[src/rtl/serial_sub_pkg.sv]
// rtl/serial_sub_pkg.sv - state encoding and sizing helper shared by the serial subtractor slice
package serial_sub_pkg;

    localparam logic [1:0] IDLE = 2'd0;
    localparam logic [1:0] RUN  = 2'd1;
    localparam logic [1:0] DONE = 2'd2;

    typedef enum logic [1:0] {
        S_IDLE = IDLE,
        S_RUN  = RUN,
        S_DONE = DONE
    } state_t;

    function automatic int clog2(input int value);
        int result;
        result = 0;
        while ((1 << result) < value) begin
            result = result + 1;
        end
        return result;
    endfunction

endpackage

[src/rtl/full_subtractor.sv]
// rtl/full_subtractor.sv - combinational one-bit full subtractor cell
module full_subtractor (
    input  logic a,
    input  logic b,
    input  logic bin,
    output logic d,
    output logic bout
);

    assign d    = a ^ b ^ bin;
    assign bout = (~a & b) | (~(a ^ b) & bin);

endmodule

[src/rtl/serial_subtractor.sv]
// rtl/serial_subtractor.sv - bit-serial a - b - bin, LSB first; SERIAL_SUB_OVF_EN adds the ovf port
module serial_subtractor
    import serial_sub_pkg::*;
#(
    parameter int WIDTH = 8
) (
    input  logic             clk,
    input  logic             rst_n,
    input  logic             start,
    input  logic [WIDTH-1:0] a,
    input  logic [WIDTH-1:0] b,
    input  logic             bin,
    output logic             busy,
    output logic             done,
    output logic [WIDTH-1:0] diff,
`ifdef SERIAL_SUB_OVF_EN
    output logic             bout,
    output logic             ovf
`else
    output logic             bout
`endif
);

    localparam int CW = clog2(WIDTH + 1);
    localparam logic [CW-1:0] LAST_BIT = CW'(WIDTH - 1);
    localparam logic [CW-1:0] FINISH   = CW'(WIDTH);

    state_t           state;
    logic [CW-1:0]    cnt;
    logic [WIDTH-1:0] sa;
    logic [WIDTH-1:0] sb;
    logic             br;
    logic             d;
    logic             br_nxt;

    full_subtractor u_cell (
        .a    (sa[0]),
        .b    (sb[0]),
        .bin  (br),
        .d    (d),
        .bout (br_nxt)
    );

    // The borrow FF doubles as the borrow-out result once all bits are consumed.
    assign bout = br;

    always_ff @(posedge clk) begin
        if (!rst_n) begin
            state <= S_IDLE;
            busy  <= 1'b0;
            done  <= 1'b0;
            diff  <= '0;
            sa    <= '0;
            sb    <= '0;
            br    <= 1'b0;
            cnt   <= '0;
`ifdef SERIAL_SUB_OVF_EN
            ovf   <= 1'b0;
`endif
        end else begin
            case (state)
                S_IDLE, S_DONE: begin
                    done <= 1'b0;
                    if (start) begin
                        sa    <= a;
                        sb    <= b;
                        br    <= bin;
                        cnt   <= '0;
                        busy  <= 1'b1;
                        state <= S_RUN;
                    end else begin
                        state <= S_IDLE;
                    end
                end
                S_RUN: begin
                    // One extra RUN cycle after the last shift publishes the result.
                    if (cnt == FINISH) begin
                        busy  <= 1'b0;
                        done  <= 1'b1;
                        state <= S_DONE;
                    end else begin
                        diff <= {d, diff[WIDTH-1:1]};
                        sa   <= sa >> 1;
                        sb   <= sb >> 1;
                        br   <= br_nxt;
                        cnt  <= cnt + CW'(1);
`ifdef SERIAL_SUB_OVF_EN
                        if (cnt == LAST_BIT) begin
                            ovf <= br ^ br_nxt;
                        end
`endif
                    end
                end
                default: begin
                    busy  <= 1'b0;
                    done  <= 1'b0;
                    state <= S_IDLE;
                end
            endcase
        end
    end

endmodule

[config.mk]
export PLATFORM = sky130hd
export DESIGN_NAME = serial_subtractor
export DESIGN_NICKNAME = d
export VERILOG_FILES = /design/src/rtl/serial_sub_pkg.sv /design/src/rtl/full_subtractor.sv /design/src/rtl/serial_subtractor.sv
export SDC_FILE = /design/constraint.sdc
export NUM_CORES = 1
export LEC_CHECK = 0
export CORE_ASPECT_RATIO = 2
export CORE_MARGIN = 2
export CORE_UTILIZATION = 50
export DETAILED_ROUTE_END_ITERATION = 8
export GPL_TIMING_DRIVEN = 0
export PLACE_DENSITY = 0.78
export SLEW_MARGIN = 20
export SYNTH_ARGS = -nofsm -noshare
export SYNTH_HDL_FRONTEND = slang
export SYNTH_SLANG_ARGS = --single-unit
export TNS_END_PERCENT = 30
[constraint.sdc]
create_clock -name clk -period 1.8 [get_ports clk]
set_input_delay 0.27 -clock clk [delete_from_list [all_inputs] [get_ports clk]]
set_output_delay 0.27 -clock clk [all_outputs]
set_load 0.03 [all_outputs]
==> metrics.md <==
| Metric | Value |
|---|---|
| Worst path slowest cell | dfxtp_1 |
| Layout Nets | 240 |
| Max_cap viols | 0 |
| Synthesized area per cell | 8.53 um^2 |
| Crit path arrival time | 1.87 ns |
| Crit start category | flop |
| Status | completed |
| DRT Wirelength | 3880 um |
| Post-synth net total | 202 |
| Largest net degree at the start of global routing | 11 |
| Ant. Diodes | 0 |
| Wire per inst | 15.7 um |
| Routability Congestion | 0.780 |
| Worst rel slew slack | 0.668 |
| Critical Path RT | 1.95 ns |
| Die ar. | 3540 um^2 |
| Worst IR Drop VDD | 0.735 mV |
| Fmax | 582 MHz |
| Max Slew Vio Count | 0 |
| Leak Pwr | 0.695 nW |
| Residual DRC | 0 |
| Register bit count reported by yosys | 33 |
| Cell Area, Synth | 1530 um^2 |
| Initial Util | 0.519 |
| Initial antenna violation count | 0 |
| Async set or reset register ratio after synthesis | 0 |
| Hpwl dp | 2850 um |
| Initial DRC count | 51 |
| Met1 WL | 1500 um |
| Post-synth EDFFs | 0 |
| Gate Count Post-Synth | 179 |
| Total GRT Usage | 0.237 |
| Top Family by Delay on Critical Path | buffers and inverters |
| Die H | 82.1 um |
| Netlist cell types | 28 |
| Crit path max fanout | 10 |
| Fin Hold WS | 0.479 ns |
| Ys Warns | 0 |
| CP Class | reg2reg |
| Avg Vias per Cell | 6.08 |
| CTS buffer count | 5 |
| Share of post-route cells with drive strength above 1 | 0.110 |
| Vias in the first global route | 1,479 |
| Worst-Skew Late Latency | 0.28 ns |
| Yosys top cell by area | dfxtp_1 |
| Leading post-synthesis cells by cell area | dfxtp_1 (43%), a311oi_1 (8.6%), nand2_1 (7.6%), a211oi_1 (7.4%), a21oi_1 (4.6%) |
| Most frequent cell after synthesis | dfxtp_1 |
| Sum Neg Setup Slack | 0 ns |
| Remaining antenna violation count | 0 |
| Die width | 43.1 um |
| Post-synth top area share | 0.433 |
| Min Tclk post-route | 1.72 ns |
| Uppermost layer routed | met4 |
| Total length of routed met3 wires | 164 um |
| Tightest Hold Check Type | reg2reg |
| Filler cells | 271 |
| Worst setup EP type | flop |
| Global-route wire length before repair | 6500 um |
| Htree depth | 2 |
| Drt first pass iters | 4 |
| Port Buffers | 30 |
| Multi-input combinational cell area | 742 um^2 |
| Post-synth top flop | dfxtp_1 |
| Register Area | 661 um^2 |
| Layout Skew | 0.00687 ns |
| Num rows | 28 |
| Ports | 31 |
| Gr ovfl total | 0 |
| CP Buf/Inv Count | 3 |
| RSZ-0062 raised after global routing | no |
| Cells along the critical path | inv_1 > ha_1 > and3b_1 > buf_6 > o21ai_4 > buf_4 > a311oi_1 |
| Synth cell count leaders | dfxtp_1 (33), nand2_1 (31), a211oi_1 (15), a311oi_1 (15), a21oi_1 (14) |
| CTS tree | built |
| Sink Count | 33 |
| Register area share after synthesis | 0.433 |
| Vias post-DR | 1,508 |
| Ratio of final minimum period to clock period | 0.955 |
| CTS root buf | clkbuf_8 |
| Max Root-Sink Buffers | 2 |
| Final Hold Vio Count | 0 |
| Final setup viols | 0 |
| Met2 wire length | 2110 um |
| Worst-Margin Slew | 0.498 ns |
| Clock slew at reported path FFs | 0.07 ns |
| PD cells | 848 nW/um^2 |
| Area delta synth->final | 28.0% |
| Placeable core area | 2940 um^2 |
| Largest stage delay, worst path | 0.38 ns |
kinds of logic after synthesis:
group | synth area share
adders and majority gates | 0.0295
buffers and inverters | 0.0811
and+or+nand+nor | 0.170
DFF | 0.433
AOI/OAI and AO/OA | 0.286
cell type report:
class | instances | share of cell area
clock inverters | 2 | 0.00512
plain buffers | 19 | 0.0519
well taps | 30 | 0.0192
clock buffers | 6 | 0.0371
repair buffers | 31 | 0.157
multi-input cells | 121 | 0.380
inverters | 6 | 0.0115
flip-flops and latches | 33 | 0.338
worst reg2reg max path: stages (launching register included):
cell      delay, ns
dfxtp_1        0.38
inv_1          0.08
ha_1           0.23
and3b_1        0.20
buf_6          0.13
o21ai_4        0.22
buf_4          0.22
a311oi_1       0.11
routing by layer:
layer | vias to the layer above | global-route usage
met1 | 725 | 0.250
met5 | - | 0
li1 | 726 | -
met2 | 48 | 0.439
met4 | 0 | 0.103
met3 | 9 | 0.0500
what timing repair did:
action / in CTS / in global routing
setup endpoints to repair: 0 / 5
endpoints found under the hold margin: 0 / 0
setup buffers: 0 / 1
resized for setup: 0 / 0
hold buffers: 0 / 0
layout by cell type (no fill, tap or decap), drive strengths merged, types with 3 or more instances in the layout:
master,Yosys,layout
nand2b,3,3
buf,14,15
clkdlybuf4s50,0,30
nand2,31,31
clkbuf,5,11
o211ai,7,7
a311oi,15,15
a21oi,14,14
inv,6,6
nand3,11,11
a211oi,15,15
dfxtp,33,33
o21ai,9,9
stage by stage:
stage	cell area, um^2	cells	utilization	worst slack [ns]	power (mW)
2_1_floorplan	1530	179	-	0.318	1.01
3_3_place_gp	1860	239	0.634	0.0274	1.11
3_5_place_dp	1860	239	0.634	0.00335	1.13
4_1_cts	1950	247	0.662	0.0427	1.65
5_1_grt	1950	248	0.664	0.00319	1.71
6_report	1950	248	0.664	0.0807	1.66
where the power goes:
group          internal, mW  switching (mW)  total [mW]
sequential            0.782          0.0328       0.814
combinational         0.135           0.165       0.300
clock                 0.268           0.275       0.543
flip-flops by register name, summed over array words and instances (netlist names):
name	count
state	2
done	1
bout	1
cnt	4
sb	8
sa	8
busy	1
diff	8
path summary, 6_finish.rpt:
kind | slack, ns | start | depth (start not counted) | endpoint
worst max-delay path | 0.08 | cnt[0] | 7 | sb[6]
worst min-delay path | 0.48 | diff[6] | 2 | diff[5]
worst max register to register | 0.08 | cnt[0] | 7 | sb[6]
worst min register to register | 0.48 | diff[6] | 2 | diff[5]
No activity file was read; power rests on OpenSTA's default activity.
